--- config.mk ---
export PLATFORM = sky130hd
export DESIGN_NAME = fifo_read_ctrl
export DESIGN_NICKNAME = d
export VERILOG_FILES = /design/src/rtl/fifo_read_ctrl.sv
export SDC_FILE = /design/constraint.sdc
export NUM_CORES = 1
export LEC_CHECK = 0
export BUFFER_PORTS_ARGS = -buffer_cell sky130_fd_sc_hd__buf_2
export CAP_MARGIN = 20
export CORE_ASPECT_RATIO = 1.75
export CORE_MARGIN = 1.5
export CORE_UTILIZATION = 35
export CTS_CLUSTER_SIZE = 10
export DETAILED_ROUTE_END_ITERATION = 16
export PLACE_DENSITY = 0.71
export SLEW_MARGIN = 15
export SYNTH_ARGS = -nofsm -noshare
export SYNTH_HDL_FRONTEND = slang
export SYNTH_SLANG_ARGS = --single-unit
--- constraint.sdc ---
create_clock -name rclk -period 3.7 [get_ports rclk]
set_input_delay 0.555 -clock rclk [delete_from_list [all_inputs] [get_ports rclk]]
set_output_delay 0.555 -clock rclk [all_outputs]
set_load 0.01 [all_outputs]
--- src/rtl/fifo_read_ctrl.sv ---
`default_nettype none
// ============================================================================
// fifo_read_ctrl : async FIFO read-side controller with a one-entry FWFT
//                  output register, empty/almost-empty and occupancy status.
// Revision: 1.0
// ============================================================================
module fifo_read_ctrl #(
   parameter int DATA_SIZE     = 8,
   parameter int ADDR_SIZE     = 4,
   parameter int AEMPTY_THRESH = 2
) (
   input  logic                 rclk,
   input  logic                 rrst,
   input  logic [ADDR_SIZE:0]   wptr,
   input  logic [DATA_SIZE-1:0] mem_rdata,
   input  logic                 rready,
   output logic [ADDR_SIZE-1:0] raddr,
   output logic [ADDR_SIZE:0]   rptr,
   output logic [DATA_SIZE-1:0] rdata,
   output logic                 rvalid,
   output logic                 rempty,
   output logic                 raempty,
   output logic [ADDR_SIZE:0]   rcount
);

   localparam logic [ADDR_SIZE:0] AE_THRESH = AEMPTY_THRESH[ADDR_SIZE:0];

   logic [ADDR_SIZE:0] rq1_wptr;
   logic [ADDR_SIZE:0] rq2_wptr;
   logic [ADDR_SIZE:0] rbin;
   logic [ADDR_SIZE:0] rbin_next;
   logic [ADDR_SIZE:0] rptr_next;
   logic [ADDR_SIZE:0] wbin_s;
   logic [ADDR_SIZE:0] mem_count;
   logic               mem_empty;
   logic               fetch;

   // Plain two-flop synchronizer; nothing may sit between the stages.
   always_ff @(posedge rclk or posedge rrst) begin
      if (rrst) begin
         rq1_wptr <= '0;
         rq2_wptr <= '0;
      end else begin
         rq1_wptr <= wptr;
         rq2_wptr <= rq1_wptr;
      end
   end

   // Gray compare including the MSB keeps laps apart across wrap-around.
   assign mem_empty = (rptr == rq2_wptr);
   assign fetch     = !mem_empty && (!rvalid || rready);
   assign rbin_next = rbin + {{ADDR_SIZE{1'b0}}, fetch};
   assign rptr_next = rbin_next ^ (rbin_next >> 1);

   always_ff @(posedge rclk or posedge rrst) begin
      if (rrst) begin
         rbin   <= '0;
         rptr   <= '0;
         rdata  <= '0;
         rvalid <= 1'b0;
      end else begin
         rbin <= rbin_next;
         rptr <= rptr_next;
         if (fetch) begin
            rdata  <= mem_rdata;
            rvalid <= 1'b1;
         end else if (rvalid && rready) begin
            rvalid <= 1'b0;
         end
      end
   end

   always_comb begin
      wbin_s = '0;
      for (int i = 0; i <= ADDR_SIZE; i++) begin
         wbin_s[i] = ^(rq2_wptr >> i);
      end
   end

   // Words still in memory plus the one parked in the output register.
   assign mem_count = wbin_s - rbin;
   assign rcount    = mem_count + {{ADDR_SIZE{1'b0}}, rvalid};
   assign raempty   = (rcount <= AE_THRESH);
   assign rempty    = !rvalid;
   assign raddr     = rbin[ADDR_SIZE-1:0];

endmodule
`default_nettype wire

==> reports/qor.csv <==
stage,metric,value,unit
critical_path,crit_type,flop to output port,
cts,clk_path_buf_depth,2,
logic_synthesis,syn_nets,121,
critical_path,crit_family,XOR/XNOR gates,
layout,num-fill-cells,317,
critical_path,cpMaxStageDelayCell,dfrtp_1,
timing,layout_setup_ws,-7.12,ps
timing,hold_viol,0,
logic_synthesis,synth_top_area_cell,dfrtp_1,
layout,antenna_cells,0,
power_and_ir_drop,vdd_drop_max,0.482,mV
drt,dr.pass1.iters,2,
status,violations,setup timing,
grt,grt_pass1_vias,904,
layout,nets,174,
grt,met3_usage,1.32,%
drt,wire_per_inst,12.1,um
power_and_ir_drop,power_per_cell_area,936,nW/um2
cts,htree_levels,1,
place,placed_cell_area,1500,um2
place,dp_hpwl,1760,um
logic_synthesis,synth_area_leaders,"dfrtp_1, ha_1, xor2_1",
logic_synthesis,synthDistinctLibCells,19,
layout,area_growth,35.6,%
timing,slew_violations,0,
critical_path,cp.required,3140,ps
drt,drt_iter0_drc,10,
logic_synthesis,synth_cells,94,
power_and_ir_drop,power_leakage,0.000841,uW
place,routabilityCongestion,0.762,
drt,final_antenna_net_count,0,
logic_synthesis,synth_edf_count,0,
min_path,hold_path.class,input port to asynchronous set/reset pin,
logic_synthesis,ys_ff_latch,28,
cts,clkSlewWorstSetupHoldPaths,80,ps
critical_path,path_buf_inv,3,
logic_synthesis,yosys_warnings,0,
timing,tightest_slew,513,ps
critical_path,crit_chain,xor2_2 -> xor2_2 -> xor2_1 -> xnor2_1 -> ha_1 -> inv_1 -> ha_2 -> inv_2 -> fa_2 -> nor2b_1 -> o21ai_1 -> and3_4 -> nor4b_4 -> buf_2,
logic_synthesis,synth_top_area_share,56.5,%
logic_synthesis,synthArstFlopShare,100,%
place,dp.cells,179,
timing,fin_skew,2.68,ps
status,outcome,"complete, but fails checks",
grt,overflow,0,
cts,cts-root-buf,clkbuf_8,
die,ios,41,
die,die_h,81.8,um
critical_path,slowest_delay,420,ps
place,portBuffers,40,
timing,fmax,270,MHz
layout,drive_gt1_share,49.0,%
cts,cts_sinks,28,
timing,fin_crit,3710,ps
drt,drc,0,
logic_synthesis,syn_area,1240,um2
drt,vias_per_cell,4.55,
place,preCtsSetupSlack,92.8,ps
critical_path,cp-end-kind,output port,
grt,use_met2,23.7,%
layout,stdcell_area,1680,um2
grt,met1_usage,13.3,%
die,fp.dieW,48.0,um
grt,antenna_found_initial,0,
flow_run,maxCapViolations,0,
timing,setup_viol,1,
die,fp-row-count,28,
grt,grt_pass1_wl,3640,um
die,coreArea,3400,um2
timing,final.period_utilization,100,%
grt,grt_usage,12.8,%
timing,grt_setup_unrepaired,true,
timing,slew_headroom,65.8,%
drt,routed_wl,2310,um
critical_path,cp_max_fo,2,
cts,cts_tree,yes,
cts,holdBufCountCts,0,
drt,num_vias,864,
cts,clock_latency,270,ps
grt,busiest_layer,met2,
critical_path,cp_common_cell,xor2_2,
die,start_util,36.5,%
critical_path,cp-start-kind,flop,
logic_synthesis,yosysSeqAreaShare,56.5,%
layout,finalNonFillerCells,190,
grt,grt_max_degree,29,
critical_path,arrival,3150,ps
die,floorplan.die_area,3930,um2
logic_synthesis,synth_flop_cell,dfrtp_1,
logic_synthesis,synth.avg_cell_area,13.2,um2
cts,numCtsBuffers,3,
==> state kept, by name (all words and copies together), names as in the netlist <==
signal	cells
rdata	8
rbin	5
rq1_wptr	5
rq2_wptr	5
rptr	4
rvalid	1
==> cell usage in the layout (no fill, tap or decap) <==
cell,count
a21o_1,1
a21oi_1,1
a21oi_2,3
and3_4,1
buf_16,1
buf_2,39
buf_4,7
buf_6,1
clkbuf_8,3
dfrtp_1,28
fa_2,1
ha_1,9
ha_2,1
inv_1,11
inv_2,1
mux2_2,8
nand3_1,2
nand3b_1,1
nor2_1,2
nor2b_1,1
nor3_1,1
nor4b_4,1
o21ai_1,1
or2_4,1
xnor2_1,7
xnor2_2,1
xor2_1,9
xor2_2,2
==> cell usage after synthesis, types with 2 or more instances <==
cell / instances
a21oi_1: 3
dfrtp_1: 28
ha_1: 10
inv_1: 12
mux2_2: 8
nand3_1: 2
nor2_1: 2
xnor2_1: 8
xor2_1: 11
==> report_power, final <==
| group | leakage (uW) | total [uW] | internal, uW | switching, uW |
|---|---|---|---|---|
| clock | 0.0000216 | 156 | 72.9 | 83.2 |
| combinational | 0.000496 | 968 | 486 | 482 |
| sequential | 0.000323 | 451 | 389 | 61.8 |
==> per-stage QoR <==
stage,total power (uW),utilization (%),TNS [ps],hold slack (ps)
after floorplan,984,-,0,331
after global placement,1220,44.1,0,334
after detailed placement,1260,44.1,0,339
after CTS,1460,46.6,0,359
after global routing,1750,49.5,-407,243
final,1570,49.5,-7.12,229
==> layout make-up <==
class	count	area, um2	share of cell area [%]
inverters	12	45.0	2.68
clock buffers	3	41.3	2.45
flip-flops and latches	28	701	41.6
multi-input cells	54	553	32.9
well taps	45	56.3	3.35
repair buffers	48	287	17.0
==> final timing paths <==
check | depth (start not counted) | from | end | slack, ps
setup / recovery | 14 | rq2_wptr[4]$_DFF_PP0_ | raempty | -7
hold / removal | 2 | rrst | rbin[3]$_DFF_PP0_ | 230
setup reg to reg | 9 | rq2_wptr[4]$_DFF_PP0_ | rptr[3]$_DFF_PP0_ | 1310
hold reg to reg | 0 | rq1_wptr[1]$_DFF_PP0_ | rq2_wptr[1]$_DFF_PP0_ | 360
max in group asynchronous | 3 | rrst | rdata[2]$_DFFE_PP0P_ | 3060
min in group rclk | 0 | rq1_wptr[1]$_DFF_PP0_ | rq2_wptr[1]$_DFF_PP0_ | 360
==> logic make-up (layout without fill, tap and decap cells) <==
| kind of cell | Yosys count | count (layout) | synth area share, % |
|---|---|---|---|
| buffers and inverters | 12 | 63 | 3.63 |
| XOR/XNOR | 19 | 19 | 13.4 |
| AND/OR/NAND/NOR | 10 | 10 | 4.64 |
| adder cells (fa/ha/maj) | 11 | 11 | 11.7 |
| AO/OA/AOI/OAI | 6 | 6 | 2.92 |
| multiplexers | 8 | 8 | 7.26 |
| flip-flops | 28 | 28 | 56.5 |
==> timing repair <==
action / in CTS / in global routing
pin swaps: 5 / 5
buffers inserted: 4 / 3
endpoints found under the setup margin: 2 / 2
resized for setup: 4 / 10
==> per-layer routing <==
metal | share of wire [%] | wire length (um) | vias up
met2 | 60 | 1370 | 32
met5 | 0 | 0 | -
met1 | 34 | 787 | 421
met3 | 3.7 | 86 | 6
li1 | - | - | 405
met4 | 2.5 | 57 | 0
No activity file was read; power rests on OpenSTA's default activity.
